## config.mk

```make
export PLATFORM = sky130hd
export DESIGN_NAME = wb_burst_master
export DESIGN_NICKNAME = d
export VERILOG_FILES = /design/src/rtl/wb_pkg.sv /design/src/rtl/wbm_burst_calc.sv /design/src/rtl/wb_burst_master.sv
export SDC_FILE = /design/constraint.sdc
export NUM_CORES = 1
export LEC_CHECK = 0
export ABC_AREA = 1
export BUFFER_PORTS_ARGS = -buffer_cell sky130_fd_sc_hd__buf_2
export CAP_MARGIN = 15
export CORE_MARGIN = 2
export CORE_UTILIZATION = 30
export DETAILED_ROUTE_END_ITERATION = 6
export GPL_TIMING_DRIVEN = 0
export RECOVER_POWER = 50
export SLEW_MARGIN = 10
export SYNTH_ARGS = -nofsm -noshare
export SYNTH_HDL_FRONTEND = slang
export SYNTH_HIERARCHICAL = 1
export SYNTH_SLANG_ARGS = --single-unit
```

## constraint.sdc

```tcl
create_clock -name wb_clk_i -period 6.2 [get_ports wb_clk_i]
set_input_delay 0.93 -clock wb_clk_i [delete_from_list [all_inputs] [get_ports wb_clk_i]]
set_output_delay 0.93 -clock wb_clk_i [all_outputs]
set_load 0.02 [all_outputs]
```

## src/rtl/wb_pkg.sv

```systemverilog
// Shared Wishbone burst-master definitions: cycle type identifiers and FSM states.
package wb_pkg;

  localparam logic [2:0] CTI_CLASSIC = 3'b000;
  localparam logic [2:0] CTI_INCR    = 3'b010;
  localparam logic [2:0] CTI_EOB     = 3'b111;

  typedef enum logic [2:0] {
    StIdle,
    StLoad,
    StBurst,
    StGap,
    StFin
  } wbm_state_t;

endpackage

```

## src/rtl/wbm_burst_calc.sv

```systemverilog
// Beat count for the next burst: the smaller of the words still to move and the
// words left before the next MAX_BURST-word aligned boundary.
module wbm_burst_calc
  import wb_pkg::*;
#(
  parameter int unsigned APP_AW    = 26,
  parameter int unsigned dw        = 32,
  parameter int unsigned MAX_BURST = 8,
  parameter int unsigned LEN_W     = 16,
  parameter int unsigned BW        = $clog2(MAX_BURST) + 1
) (
  input  logic [APP_AW-1:0] i_addr,
  input  logic [LEN_W-1:0]  i_remaining,
  output logic [BW-1:0]     o_beats
);

  localparam int unsigned OFFW = $clog2(dw / 8);

  logic [APP_AW-1:0] w_word;
  logic [31:0]       w_off;
  logic [31:0]       w_room;
  logic [31:0]       w_rem;
  logic [31:0]       w_min;

  assign w_word = i_addr >> OFFW;

  // Words to the boundary, clipped by the remaining transfer length.
  always_comb begin
    w_off  = 32'(w_word) & 32'(MAX_BURST - 1);
    w_room = 32'(MAX_BURST) - w_off;
    w_rem  = 32'(i_remaining);
    w_min  = (w_rem < w_room) ? w_rem : w_room;
  end

  assign o_beats = BW'(w_min);

endmodule

```

## src/rtl/wb_burst_master.sv

```systemverilog
// Wishbone burst master: splits a word-granular transfer command into
// incrementing bursts that never cross a MAX_BURST-word aligned boundary.
module wb_burst_master
  import wb_pkg::*;
#(
  parameter int unsigned APP_AW    = 26,
  parameter int unsigned dw        = 32,
  parameter int unsigned MAX_BURST = 8,
  parameter int unsigned LEN_W     = 16
) (
  input  logic              wb_clk_i,
  input  logic              reset_n,
  input  logic              cmd_valid,
  output logic              cmd_ready,
  input  logic [APP_AW-1:0] cmd_addr,
  input  logic [LEN_W-1:0]  cmd_len,
  input  logic              cmd_we,
  input  logic              wr_valid,
  output logic              wr_ready,
  input  logic [dw-1:0]     wr_data,
  output logic              rd_valid,
  output logic [dw-1:0]     rd_data,
  output logic              busy,
  output logic              done,
  output logic              wb_cyc_o,
  output logic              wb_stb_o,
  output logic              wb_we_o,
  output logic [APP_AW-1:0] wb_addr_o,
  output logic [dw-1:0]     wb_dat_o,
  output logic [dw/8-1:0]   wb_sel_o,
  output logic [2:0]        wb_cti_o,
  input  logic              wb_ack_i,
  input  logic [dw-1:0]     wb_dat_i
);

  localparam int unsigned       BW         = $clog2(MAX_BURST) + 1;
  localparam int unsigned       BYTES      = dw / 8;
  localparam logic [APP_AW-1:0] STEP       = APP_AW'(BYTES);
  localparam logic [APP_AW-1:0] ALIGN_MASK = ~APP_AW'(BYTES - 1);

  wbm_state_t        r_state, w_state_d;
  logic [APP_AW-1:0] r_addr, w_addr_d;
  logic [LEN_W-1:0]  r_rem, w_rem_d;
  logic [BW-1:0]     r_beats, w_beats_d;
  logic              r_we, w_we_d;
  logic [2:0]        r_cti, w_cti_d;
  logic              r_cyc, w_cyc_d;
  logic              r_cmd_ready, w_cmd_ready_d;
  logic              r_busy, w_busy_d;
  logic              r_done, w_done_d;
  logic              r_rd_valid, w_rd_valid_d;
  logic [dw-1:0]     r_rd_data, w_rd_data_d;

  logic [BW-1:0]     w_calc_beats;
  logic              w_stb;
  logic              w_ack;

  wbm_burst_calc #(
    .APP_AW    (APP_AW),
    .dw        (dw),
    .MAX_BURST (MAX_BURST),
    .LEN_W     (LEN_W),
    .BW        (BW)
  ) u_burst_calc (
    .i_addr      (r_addr),
    .i_remaining (r_rem),
    .o_beats     (w_calc_beats)
  );

  // Strobe drops while a write beat has no data; acks outside a strobe are ignored.
  assign w_stb = (r_state == StBurst) && (!r_we || wr_valid);
  assign w_ack = w_stb && wb_ack_i;

  assign wr_ready  = w_ack && r_we;
  assign wb_dat_o  = ((r_state == StBurst) && r_we) ? wr_data : '0;
  assign wb_stb_o  = w_stb;
  assign wb_cyc_o  = r_cyc;
  assign wb_we_o   = r_we;
  assign wb_addr_o = r_addr;
  assign wb_cti_o  = r_cti;
  assign wb_sel_o  = '1;
  assign cmd_ready = r_cmd_ready;
  assign busy      = r_busy;
  assign done      = r_done;
  assign rd_valid  = r_rd_valid;
  assign rd_data   = r_rd_data;

  // State and registered outputs; reset abandons any transfer without a done pulse.
  always_ff @(posedge wb_clk_i or negedge reset_n) begin
    if (!reset_n) begin
      r_state     <= StIdle;
      r_addr      <= '0;
      r_rem       <= '0;
      r_beats     <= '0;
      r_we        <= 1'b0;
      r_cti       <= CTI_CLASSIC;
      r_cyc       <= 1'b0;
      r_cmd_ready <= 1'b1;
      r_busy      <= 1'b0;
      r_done      <= 1'b0;
      r_rd_valid  <= 1'b0;
      r_rd_data   <= '0;
    end else begin
      r_state     <= w_state_d;
      r_addr      <= w_addr_d;
      r_rem       <= w_rem_d;
      r_beats     <= w_beats_d;
      r_we        <= w_we_d;
      r_cti       <= w_cti_d;
      r_cyc       <= w_cyc_d;
      r_cmd_ready <= w_cmd_ready_d;
      r_busy      <= w_busy_d;
      r_done      <= w_done_d;
      r_rd_valid  <= w_rd_valid_d;
      r_rd_data   <= w_rd_data_d;
    end
  end

  // Next-state logic and next values of all registered outputs.
  always_comb begin
    w_state_d    = r_state;
    w_addr_d     = r_addr;
    w_rem_d      = r_rem;
    w_beats_d    = r_beats;
    w_we_d       = r_we;
    w_cti_d      = r_cti;
    w_busy_d     = r_busy;
    w_done_d     = 1'b0;
    w_rd_valid_d = 1'b0;
    w_rd_data_d  = r_rd_data;
    case (r_state)
      StIdle: begin
        if (cmd_valid && r_cmd_ready) begin
          w_addr_d  = cmd_addr & ALIGN_MASK;
          w_rem_d   = cmd_len;
          w_we_d    = cmd_we;
          w_busy_d  = 1'b1;
          w_state_d = (cmd_len == '0) ? StFin : StLoad;
        end
      end
      StLoad: begin
        w_beats_d = w_calc_beats;
        w_cti_d   = (w_calc_beats == BW'(1)) ? CTI_EOB : CTI_INCR;
        w_state_d = StBurst;
      end
      StBurst: begin
        if (w_ack) begin
          w_addr_d  = r_addr + STEP;
          w_rem_d   = r_rem - LEN_W'(1);
          w_beats_d = r_beats - BW'(1);
          if (!r_we) begin
            w_rd_valid_d = 1'b1;
            w_rd_data_d  = wb_dat_i;
          end
          if (r_beats == BW'(1)) begin
            w_cti_d   = CTI_CLASSIC;
            w_state_d = (w_rem_d != '0) ? StGap : StFin;
          end else if (r_beats == BW'(2)) begin
            w_cti_d = CTI_EOB;
          end else begin
            w_cti_d = CTI_INCR;
          end
        end
      end
      StGap: begin
        w_state_d = StLoad;
      end
      StFin: begin
        w_done_d  = 1'b1;
        w_busy_d  = 1'b0;
        w_state_d = StIdle;
      end
      default: begin
        w_state_d = StIdle;
      end
    endcase
    w_cmd_ready_d = (w_state_d == StIdle);
    // cyc stays up through LOAD so only the GAP cycle separates bursts.
    w_cyc_d       = (w_state_d == StLoad) || (w_state_d == StBurst);
  end

endmodule

```

# Word level (Yosys, flattened, before mapping)

Cells that the tools add are included.

Register bits: 90
Bits of input ports: 112
Output and inout bits: 105
Logic and storage cells: 76

$add $sub $neg: 4
$lt $le $gt $ge: 1
Equality and inequality tests: 11
Muxes and demuxes: 27
Bitwise logic cells: 1
Reduce and logical (&&, ||, !) cells: 20

Operators by type and width:

| kind                                                                 | count |
|---|---|
| 26-bit two-way mux                                                   | 2 |
| 26-bit case mux with 2 select lines                                  | 1 |
| 16-bit by 32-bit < comparator with 1-bit output                      | 1 |
| 16-bit two-way mux                                                   | 2 |
| 32-bit two-way mux                                                   | 1 |
| 16-bit case mux with 2 select lines                                  | 1 |
| 3-bit two-way mux                                                    | 9 |
| 26-bit by 3-bit adder with 26-bit output, second input constant      | 1 |
| 16-bit zero test                                                     | 1 |
| 16-bit nonzero test                                                  | 1 |
| 16-bit by 1-bit subtractor with 16-bit output, second input constant | 1 |
| 3-bit case mux with 4 select lines                                   | 1 |
| 3-bit by 2-bit == test with 1-bit output, second input constant      | 3 |
| 4-bit by 1-bit == test with 1-bit output, second input constant      | 2 |
| 4-bit two-way mux                                                    | 2 |
| 4-bit case mux with 2 select lines                                   | 1 |
| 3-bit by 1-bit == test with 1-bit output, second input constant      | 2 |
| 3-bit zero test                                                      | 2 |
| 3-bit case mux with 2 select lines                                   | 1 |
| 2-bit AND reduction                                                  | 3 |
| 3-bit AND reduction                                                  | 2 |
| 2-bit nonzero test                                                   | 3 |
| 1-bit logical AND                                                    | 5 |
| 1-bit two-way mux                                                    | 5 |
| 9 further kinds                                                      | 11 |

# Depth between registers and ports, before layout

Depth after elaboration: 8
Gate-level depth with buffers: 17
Depth with buffers taken out: 17

# Cells and area by module

Netlist, hierarchy kept.

Modules (own cells, without submodules):

| module          | times used | cells an instance | area each (µm²) | sequential area each (µm²) |
|---|---|---|---|---|
| wb_burst_master | 1          | 641               | 5012.3          | 2178.3 |
| wbm_burst_calc  | 1          | 46                | 255.2           | 0.0 |

# Least setup slack after synthesis

Ideal clock, no wire load.

Kind: input -> output
From: in wr_valid
To: out wr_ready
Data arrival time: 1.730 ns
Required time: 5.270 ns
Slack: 3.540 ns
Stages: 4
Path buffers: 0
Path through: nor2_1 > nor2_2 > nand2_1 > nor2_1

Word-level cells in the longest chain between the ends: 4

Ends and longest elaborated chain:

| element            | RTL line              | source |
|---|---|---|
| from (decl)        | wb_burst_master.sv:18 | `input logic wr_valid,` |
| 1-bit logical OR   | wb_burst_master.sv:71 | `assign w_stb = (r_state == StBurst) && (!r_we \|\| wr_valid);` |
| 1-bit logical AND  | wb_burst_master.sv:71 |  |
| named net wb_stb_o | wb_burst_master.sv:26 | `output logic wb_stb_o,` |
| 1-bit logical AND  | wb_burst_master.sv:72 | `assign w_ack = w_stb && wb_ack_i;` |
| 1-bit logical AND  | wb_burst_master.sv:74 | `assign wr_ready = w_ack && r_we;` |
| to (decl)          | wb_burst_master.sv:19 | `output logic wr_ready,` |

The timed path passes the listed nets, and every way through them passes these cells.

# Worst setup path in the final report

From: reg r_state[2]
To: out wb_dat_o[12]

Word-level cells in the longest chain between the ends: 3

Ends and longest elaborated chain:

| element                                  | RTL line               | source |
|---|---|---|
| from (decl)                              | wb_burst_master.sv:41  | `wbm_state_t r_state, w_state_d;` |
| from (signal assigned)                   | wb_burst_master.sv:91  | `r_state <= StIdle;` |
| from (signal assigned)                   | wb_burst_master.sv:104 | `r_state <= w_state_d;` |
| 3-bit by 2-bit == test with 1-bit output | wb_burst_master.sv:75  | `assign wb_dat_o = ((r_state == StBurst) && r_we) ? wr_data : '0;` |
| 1-bit logical AND                        | wb_burst_master.sv:75  |  |
| 32-bit two-way mux                       | wb_burst_master.sv:75  |  |
| to (decl)                                | wb_burst_master.sv:29  | `output logic [dw-1:0] wb_dat_o,` |

Every way passes these cells.

==> results.json <==
{
  "postSynthRegisterBits": 87,
  "dp_slack_ns": 3.51,
  "power_density_nw_per_um2": 526,
  "fin_crit_ns": 3.07,
  "placementRows": 48,
  "nets": 1033,
  "die_h_um": 137,
  "cp.required_ns": 5.27,
  "cp_data_arrival_time_ns": 2.14,
  "clk_path_buf_depth": 2,
  "crit_buf_inv": 3,
  "coreArea_sq_um": 17200,
  "crit_chain": "nor2_1 -> nand2_1 -> inv_1 -> nand2_1 -> clkbuf_1 -> nor2_1 -> buf_2",
  "crit_family": "buffers and inverters",
  "clkLatencyLatePin_ns": 0.34,
  "drt-total-wl_um": 15600,
  "post-cts-setup-buffers": 0,
  "final_cell_mix": "172 x buf_2, 125 x nand2_1, 111 x nor2_1",
  "p_leak_uw": 0.00350,
  "drc_errors": 0,
  "grt_pass1_wl_um": 24100,
  "viasPerCell": 4.55,
  "yosysTopAreaCell": "dfrtp_1",
  "cts_resized": 0,
  "cts_root_buf": "clkbuf_16",
  "path_clk_slew_ns": 0.06,
  "gp_congestion": 0.876,
  "status": "complete, but fails checks",
  "slew_viol_final": 39,
  "path_max_fanout": 10,
  "yosysUniqueCellTypes": 39,
  "post_synth.cell_area_avg_sq_um": 7.67,
  "synth_top_cell_area_share_pct": 40.9,
  "clkPwrFrac_pct": 15.2,
  "finalCritPeriodShare_pct": 49.5,
  "wl_per_cell_um": 13.6,
  "dpl.hpwl_um": 12300,
  "syn-instance-count": 687,
  "min_path_type": "flop to flop",
  "synth_area_sq_um": 5270,
  "crit_type": "flop to primary output",
  "swShare_pct": 48.9,
  "dieArea_sq_um": 18600,
  "slew_headroom_pct": -56.8,
  "tritoncts": "yes",
  "grt_max_degree": 50,
  "pwr-share-seq_pct": 30.3,
  "whs_ns": 0.505,
  "drv_cap": 1,
  "violations": "capacitance limit, slew limit",
  "die_width_um": 137,
  "synth_warnings": 6,
  "postRouteAntennaNets": 0,
  "hold_violations": 0,
  "critPathMaxStageDelay_ns": 0.41,
  "p_sw_uw": 1760,
  "cts_buffers": 9,
  "final.setup.tns_ns": 0,
  "synth_sequential_area_ratio_pct": 41.4,
  "antenna_found_initial": 1,
  "synth_area_leaders": "dfrtp_1 41%, nand2_1 8.9%, nor2_1 7.8%",
  "end_kind": "primary output",
  "drtIter0Drc": 239,
  "fin_skew_ns": 0.00749,
  "portBuffers": 208,
  "diodes": 0,
  "combPwrFrac_pct": 54.6,
  "num_vias": 5190,
  "fmax_mhz": 326,
  "tightest_slew_ns": 2.35,
  "cts_hold_buf": 0,
  "rsz0062_at_grt": "false",
  "first_global_vias": 4871,
  "track_usage_pct": 16.5,
  "dr.pass1.iters": 4,
  "pin_count": 217,
  "slowest_stage": "dfrtp_1",
  "ir_drop_mv": 0.268,
  "drive_gt1_share_pct": 27.9,
  "syn2layout_area_growth_pct": 30.4,
  "start_util_pct": 30.6,
  "htreeDepth": 3,
  "overflow": 0,
  "cts_sinks": 87,
  "p_int_uw": 1850,
  "setup_violations": 0,
  "layout_commonest_cell": "buf_2",
  "setup_ws_ns": 3.13,
  "start_kind": "flop"
}
==> cells in the mapped netlist (all sizes together) <==
master  number
clkinv       1
o22ai       18
dfrtp       86
a31oi        4
or2          5
xor2        12
o211ai       6
mux2        32
conb         2
nand2      131
nand4        9
a22oi        2
buf         21
nor2       122
xnor2        6
or4          1
clkbuf      10
nand3b       1
nor4         4
and2         1
a21oi       15
nor3         8
inv         92
o21bai       1
nand3       24
dfstp        1
ha          10
o21ai       59
o21a         1
a211oi       2
==> final timing paths <==
path,start,to,slack (ns),depth (start not counted)
worst max-delay path,r_state[2],wb_dat_o[12],3.13,7
worst min-delay path,rd_data[11],rd_data[11],0.50,1
worst max register to register,wb_addr_o[2],wb_cti_o[0],3.54,13
worst min register to register,rd_data[11],rd_data[11],0.50,1
max in group asynchronous,reset_n,r_rem[7],3.56,1
min in group asynchronous,reset_n,wb_addr_o[7],1.30,1
==> area by class of cell <==
type	count	area, sq um
timing repair buffer	209	1010
multi-input combinational	480	2580
clock buffer	11	243
tap	225	282
buffer	31	165
fill	1844	10400
sequential	87	2180
inverter	93	349
clock inverter	5	57.6
==> through the flow <==
step	utilization [%]	std cells	total power [uW]	instance area (sq um)
2_1_floorplan	-	691	2460	5280
3_3_place_gp	38.3	1124	3090	6610
3_5_place_dp	38.5	1125	3120	6640
4_1_cts	40.2	1141	3680	6940
5_1_grt	39.8	1141	3930	6870
6_report	39.8	1141	3610	6870
==> cells by family (layout without fill, tap and decap cells) <==
family,count (synthesis),count (layout),synth area share [%]
AO/OA/AOI/OAI,108,108,11.4
XOR/XNOR,18,18,2.99
adder cells (fa/ha/maj),10,10,2.38
buffers and inverters,124,349,9.79
flip-flops,87,87,41.4
multiplexers,32,32,6.84
other,2,6,0.143
AND/OR/NAND/NOR,306,306,25.1
==> sequential cells by signal, summed over array words and instances (netlist names) <==
name and cells:
wb_cti_o 2, r_state 3, r_beats 4, wb_we_o 1
busy 1, done 1, rd_data 32, wb_addr_o 24
cmd_ready 1, rd_valid 1, r_rem 16, wb_cyc_o 1
==> power by group through the flow <==
| stage | Combinational [uW] | Clock (uW) | Sequential [uW] |
|---|---|---|---|
| 6_report | 1970 | 548 | 1090 |
| 4_1_cts | 2020 | 569 | 1090 |
| 3_3_place_gp | 1990 | 0 | 1100 |
| 2_1_floorplan | 1160 | 0 | 1300 |
| 3_5_place_dp | 2020 | 0 | 1090 |
| 5_1_grt | 2210 | 594 | 1130 |
==> per-layer routing <==
metal	up-vias	track usage [%]	share of wire [%]	wire length [um]
met4	2	6.94	1.7	265
met3	24	3.41	6.4	1000
met1	2343	21.2	45	6950
met2	168	26.8	47	7330
li1	2653	-	-	-
met5	-	0	0.096	15
(Power assumes the default switching activity.)
